### src/rtl/control_unit.sv
// Microcoded-style Moore control unit for the accumulator CPU.
// Sequences fetch/decode/execute states and counts completed instructions.
module control_unit (
  input  logic        clk,
  input  logic        rst,
  input  logic [15:0] ir,
  input  logic        z,
  output logic [3:0]  bus_sel,
  output logic        ar_ld,
  output logic        pc_ld,
  output logic        pc_inc,
  output logic        ir_ld,
  output logic        dr_ld,
  output logic        r_ld,
  output logic        ac_ld,
  output logic        dram_we,
  output logic [2:0]  alu_op,
  output logic        halted,
  output logic [15:0] instr_count
);

  localparam logic [2:0] ALU_PASS = 3'd0;
  localparam logic [2:0] ALU_ADD  = 3'd1;
  localparam logic [2:0] ALU_SUB  = 3'd2;
  localparam logic [2:0] ALU_INC  = 3'd3;
  localparam logic [2:0] ALU_CLR  = 3'd4;

  localparam logic [3:0] BUS_NONE = 4'd0;
  localparam logic [3:0] BUS_AR   = 4'd1;
  localparam logic [3:0] BUS_AC   = 4'd2;
  localparam logic [3:0] BUS_PC   = 4'd3;
  localparam logic [3:0] BUS_DR   = 4'd4;
  localparam logic [3:0] BUS_R    = 4'd5;
  localparam logic [3:0] BUS_IRAM = 4'd6;
  localparam logic [3:0] BUS_DRAM = 4'd7;

  // LDAC and STAC use separate operand-fetch chains so the opcode need not be latched.
  typedef enum logic [4:0] {
    S_START, S_FETCH1, S_FETCH2, S_DECODE,
    S_LOP1, S_LOP2, S_LOP3, S_LD4, S_LD5,
    S_SOP1, S_SOP2, S_SOP3, S_ST4,
    S_MVACR, S_MVRAC, S_ADD, S_SUB, S_INC, S_CLAC,
    S_J1, S_J2, S_JSKIP, S_HALT
  } state_t;

  state_t state, next_state;
  logic   done;
  logic   unused_ir_bits;

  assign unused_ir_bits = ^ir[11:0];

  always_ff @(posedge clk) begin
    if (rst) begin
      state       <= S_START;
      instr_count <= 16'h0000;
    end else begin
      state       <= next_state;
      instr_count <= instr_count + {15'd0, done};
    end
  end

  always_comb begin
    next_state = S_START;
    done       = 1'b0;
    bus_sel    = BUS_NONE;
    ar_ld      = 1'b0;
    pc_ld      = 1'b0;
    pc_inc     = 1'b0;
    ir_ld      = 1'b0;
    dr_ld      = 1'b0;
    r_ld       = 1'b0;
    ac_ld      = 1'b0;
    dram_we    = 1'b0;
    alu_op     = ALU_PASS;
    halted     = 1'b0;
    case (state)
      S_START:  next_state = S_FETCH1;
      S_FETCH1: begin bus_sel = BUS_PC;   ar_ld = 1'b1; next_state = S_FETCH2; end
      S_FETCH2: begin bus_sel = BUS_IRAM; ir_ld = 1'b1; pc_inc = 1'b1; next_state = S_DECODE; end
      S_DECODE: begin
        case (ir[15:12])
          4'h1: next_state = S_LOP1;
          4'h2: next_state = S_SOP1;
          4'h3: next_state = S_MVACR;
          4'h4: next_state = S_MVRAC;
          4'h5: next_state = S_ADD;
          4'h6: next_state = S_SUB;
          4'h7: next_state = S_INC;
          4'h8: next_state = S_CLAC;
          4'h9: next_state = S_J1;
          4'hA: next_state = z ? S_J1 : S_JSKIP;
          4'hF: next_state = S_HALT;
          default: begin next_state = S_FETCH1; done = 1'b1; end
        endcase
      end
      S_LOP1:  begin bus_sel = BUS_PC;   ar_ld = 1'b1; next_state = S_LOP2; end
      S_LOP2:  begin bus_sel = BUS_IRAM; dr_ld = 1'b1; pc_inc = 1'b1; next_state = S_LOP3; end
      S_LOP3:  begin bus_sel = BUS_DR;   ar_ld = 1'b1; next_state = S_LD4; end
      S_LD4:   begin bus_sel = BUS_DRAM; dr_ld = 1'b1; next_state = S_LD5; end
      S_LD5:   begin bus_sel = BUS_DR;   ac_ld = 1'b1; alu_op = ALU_PASS; next_state = S_FETCH1; done = 1'b1; end
      S_SOP1:  begin bus_sel = BUS_PC;   ar_ld = 1'b1; next_state = S_SOP2; end
      S_SOP2:  begin bus_sel = BUS_IRAM; dr_ld = 1'b1; pc_inc = 1'b1; next_state = S_SOP3; end
      S_SOP3:  begin bus_sel = BUS_DR;   ar_ld = 1'b1; next_state = S_ST4; end
      S_ST4:   begin bus_sel = BUS_AC;   dram_we = 1'b1; next_state = S_FETCH1; done = 1'b1; end
      S_MVACR: begin bus_sel = BUS_AC;   r_ld = 1'b1; next_state = S_FETCH1; done = 1'b1; end
      S_MVRAC: begin bus_sel = BUS_R;    ac_ld = 1'b1; alu_op = ALU_PASS; next_state = S_FETCH1; done = 1'b1; end
      S_ADD:   begin bus_sel = BUS_R;    ac_ld = 1'b1; alu_op = ALU_ADD;  next_state = S_FETCH1; done = 1'b1; end
      S_SUB:   begin bus_sel = BUS_R;    ac_ld = 1'b1; alu_op = ALU_SUB;  next_state = S_FETCH1; done = 1'b1; end
      S_INC:   begin bus_sel = BUS_NONE; ac_ld = 1'b1; alu_op = ALU_INC;  next_state = S_FETCH1; done = 1'b1; end
      S_CLAC:  begin bus_sel = BUS_NONE; ac_ld = 1'b1; alu_op = ALU_CLR;  next_state = S_FETCH1; done = 1'b1; end
      S_J1:    begin bus_sel = BUS_PC;   ar_ld = 1'b1; next_state = S_J2; end
      S_J2:    begin bus_sel = BUS_IRAM; pc_ld = 1'b1; next_state = S_FETCH1; done = 1'b1; end
      S_JSKIP: begin pc_inc = 1'b1; next_state = S_FETCH1; done = 1'b1; end
      S_HALT:  begin halted = 1'b1; next_state = S_HALT; end
      default: next_state = S_START;
    endcase
  end

  // BUS_AR is a legal source for other units but no state of this sequencer selects it.
  logic unused_bus_ar;
  assign unused_bus_ar = ^BUS_AR;

endmodule

### config.mk
export PLATFORM = sky130hd
export DESIGN_NAME = control_unit
export DESIGN_NICKNAME = d
export VERILOG_FILES = /design/src/rtl/control_unit.sv
export SDC_FILE = /design/constraint.sdc
export NUM_CORES = 1
export LEC_CHECK = 0
export CAP_MARGIN = 20
export CORE_MARGIN = 3
export CORE_UTILIZATION = 48
export CTS_BUF_LIST = sky130_fd_sc_hd__clkbuf_2
export DETAILED_ROUTE_END_ITERATION = 7
export PLACE_DENSITY = 0.89
export SYNTH_ARGS = -nofsm -noshare
export SYNTH_HDL_FRONTEND = slang
export SYNTH_SLANG_ARGS = --single-unit
### constraint.sdc
create_clock -name clk -period 2.8 [get_ports clk]
set_input_delay 0.42 -clock clk [delete_from_list [all_inputs] [get_ports clk]]
set_output_delay 0.42 -clock clk [all_outputs]
set_load 0.02 [all_outputs]
==> run summary, run 1 <==
layout cell share with drive strength beyond 1: 12.3%
critical-path cell list: buf_4 -> nor2b_1 -> nand3_1 -> o221ai_1 -> clkdlybuf4s50_1
Post-Synth Simple-Gate Area: 35.4%
drt wl/cell: 11.8 um
clock sinks: 21
CP delay by family, top: buffers and inverters
antenna-violating nets left: 0
IO buf count: 37
CP Data Required Time: 2.38 ns
top fanout value on the critical path: 13
DP HPWL: 2520 um
Critical Path End Type: output pin
# Max-Cap Violations: 0
sequential area share after synthesis: 26.3%
fin cells: 287
final count of pins violating max slew: 0
CP max stage delay: 0.64 ns
worst flop-to-flop path endpoint: instr_count[14]
Filler cells: 270
class of the worst hold path: flop to flop
FF-to-FF path depth: 9
CTS tree: done
R2R Path Start: state[3]
ant diodes: 0
DP Area: 0.00202 mm2
Remaining DRCs: 0
fin crit share: 93.8%
via count: 1549
chip height: 63.7 um
flop2flop setup slack: 0.42 ns
number of DRC markers in iteration 0: 85
Die ar.: 0.00406 mm2
Data arrival, critical path: 2.21 ns
clk buf depth: 2
Starting Density: 51.5%
htree depth: 1
Synth Register Bits: 21
Mean Syn Cell Area: 7.79 um2
DP Cell Count: 283
post-synth net total: 226
Placer Congestion: 0.810
Pleak: 0.691 nW
GRT overflow: 0
final wirelength: 3370 um
Post CTS Setup Buffer Count: 0
Clock Skew: 0.00115 ns
Power per Cell Area: 305 mW/mm2
worst hold start: instr_count[6]
Clock Tree Root: clkbuf_2
prevailing post-synth register cell: dfxtp_1
first-pass GRT wire length: 5860 um
Util after Layout: 66.0%
drt first pass iters: 4
Setup violations, final: 0
CP max stage cell: clkdlybuf4s50_1
unrepaired setup endpoints after global routing: no
largest net degree at the start of global routing: 24
status: complete, no violations
initial antenna violation count: 0
largest family of logic cells by synthesized area: simple AND/OR/NAND/NOR gates
Cells after Synth: 205
Worst Hold Depth: 2
Storage cell area: 423 um2
I/O pin count: 51
total track usage: 17.1%
post-synthesis xor/xnor area fraction: 8.22%
post-synthesis compound-gate area fraction: 20.8%
Final Hold Viols: 0
maximum vdd drop: 343 uV
Post-Synth Adder-Cell Area: 1.57%
Final Hold Slack: 0.530 ns
row count: 20
WHS Endpoint: instr_count[6]
TritonCTS Buffers: 3
Synthesis Warnings: 0
Min Clock Period, post-route: 2.63 ns
number of synthesized flops with an enable pin: 0
fraction of synthesized area in multiplexers: 0%
Worst Path Buf+Inv: 2
Startpoint Class: flop
async set or reset register ratio after synthesis: 0%
Layout area overhead: 28.1%
Post-Layout Inst Area: 0.00205 mm2
mapped cell area: 0.00160 mm2
Fmax: 381 MHz
final net count: 265
number of global-route vias before repair: 1324
hold buffers post-CTS: 0
critical path class: flop to output pin
area of the multi-input gates: 0.00106 mm2
Vias/cell: 5.40
CTS clk-pin slew, worst paths: 0.18 ns
Netlist cell types: 55
core box area: 0.00310 mm2
Clk Latency, worst-skew pair: 0.31 ns
die width: 63.7 um
metrics by stage:
step	setup TNS, ns	setup slack, ns	total power, W
detailed placement	-0.132	-0.0926	0.000507
finish	0	0.172	0.000625
CTS	0	0.0699	0.000631
global placement	-0.0709	-0.0488	0.000505
floorplan	0	0.481	0.000449
global route	0	0.0104	0.000662
where the power goes:
part	leakage [nW]	total, W	switching, W	internal, W
Clock	0.0166	0.000123	0.0000855	0.0000378
Sequential	0.171	0.000321	0.0000153	0.000305
Combinational	0.504	0.000181	0.0000930	0.0000879
Total	0.691	0.000625	0.000194	0.000431
tightest hold or removal path: stages, from the launching register on:
cell and delay, ns:
dfxtp_1 0.37, o21ai_0 0.08, a21oi_1 0.06
Yosys cell counts, drive strengths merged (2+ instances only):
master / count / area share, %
nor3b: 2 / 1.3
o211ai: 3 / 1.7
nor4: 4 / 3.1
nand3b: 4 / 1.9
buf: 14 / 5.3
and2b: 2 / 0.94
o32ai: 2 / 1.1
a211oi: 2 / 0.94
nand2b: 7 / 2.7
o21ai: 9 / 2.8
nand3: 8 / 3.1
nand4: 4 / 2.3
xor2: 2 / 1.1
ha: 2 / 1.6
o22ai: 2 / 0.78
o21bai: 2 / 0.94
a31oi: 5 / 2.0
nor3: 6 / 1.9
a2bb2oi: 3 / 1.6
inv: 6 / 1.4
dfxtp: 21 / 26
nand2: 13 / 3.1
a21oi: 8 / 2.5
xnor2: 13 / 7.1
and3: 4 / 1.6
or3: 3 / 1.2
nor2: 25 / 5.9
nor2b: 10 / 3.9
clkbuf: 2 / 0.70
layout by cell type (no fill, tap or decap), types with 2 or more instances in the layout:
cell type / synthesis / layout
clkdlybuf4s50_1: 0 / 37
nand3_1: 6 / 6
dfxtp_2: 0 / 2
o21ai_0: 8 / 8
xnor2_1: 13 / 13
o22ai_1: 2 / 2
buf_4: 4 / 13
o32ai_1: 2 / 2
nor2_1: 25 / 25
a21oi_1: 8 / 8
nand2b_1: 7 / 7
a2bb2oi_1: 3 / 3
nor2b_1: 10 / 10
a211oi_1: 2 / 2
dfxtp_1: 21 / 19
nor4_2: 4 / 4
clkbuf_2: 0 / 4
nand4_2: 2 / 2
inv_1: 6 / 6
o211ai_1: 2 / 2
nand4_1: 2 / 2
ha_1: 2 / 2
a31oi_1: 5 / 5
nor3_1: 6 / 6
and2b_1: 2 / 2
o21bai_1: 2 / 2
nand2_1: 13 / 13
and3_1: 4 / 4
xor2_1: 2 / 2
or3_1: 3 / 3
nand3_2: 2 / 2
nand3b_1: 4 / 4
routing by layer:
metal  routed length, um  track usage, %
met2                1600            26.7
met5                   0               0
met1                1660            24.8
met3                 114            3.21
met4                   0            2.43
registers in the layout, indices dropped and copies added, names as in the netlist:
name         flops
instr_count     16
state            5
cell families (layout without fill, tap and decap cells):
logic type	after synthesis	in the layout
buffers and inverters	22	60
other	1	1
AND/OR/NAND/NOR	97	97
AO/OA/AOI/OAI	47	47
flip-flops	21	21
adder cells (fa/ha/maj)	2	2
XOR/XNOR	15	15
how the worst max path moves through the flow:
stage / slack [ns] / start / depth (start not counted) / end
2_1_floorplan: 0.48 / ir[12] / 9 / instr_count[14]
3_3_place_gp: -0.05 / ir[12] / 10 / instr_count[14]
3_5_place_dp: -0.09 / ir[12] / 10 / instr_count[14]
4_1_cts: 0.07 / state[1] / 4 / dr_ld
5_1_grt: 0.01 / state[0] / 5 / bus_sel[1]
6_report: 0.17 / state[0] / 5 / bus_sel[1]
what timing repair did:
| item | in CTS | in global routing |
|---|---|---|
| resized for setup | 0 | 2 |
| endpoints found under the hold margin | 0 | 0 |
| endpoints found under the setup margin | 0 | 3 |
layout make-up:
class	count	share of cell area, %
flip-flops and latches	21	20.7
well taps	44	2.69
repair buffers	50	22.9
clock buffers	4	0.978
inverters	6	1.10
multi-input cells	162	51.7
(Power assumes the default switching activity.)
==> run 2: changes to the inputs <==
Settings changed: ABC_CLOCK_PERIOD_IN_PS from default to 2800.
==> results of run 2 <==
Same layout as run 1: the final DEF is identical, and so are final timing and power.
==> run 3: changes to the inputs <==
Settings changed: CAP_MARGIN 20 to 30.
==> results of run 3 <==
Same layout as run 1: the final DEF is identical, and so are final timing and power.
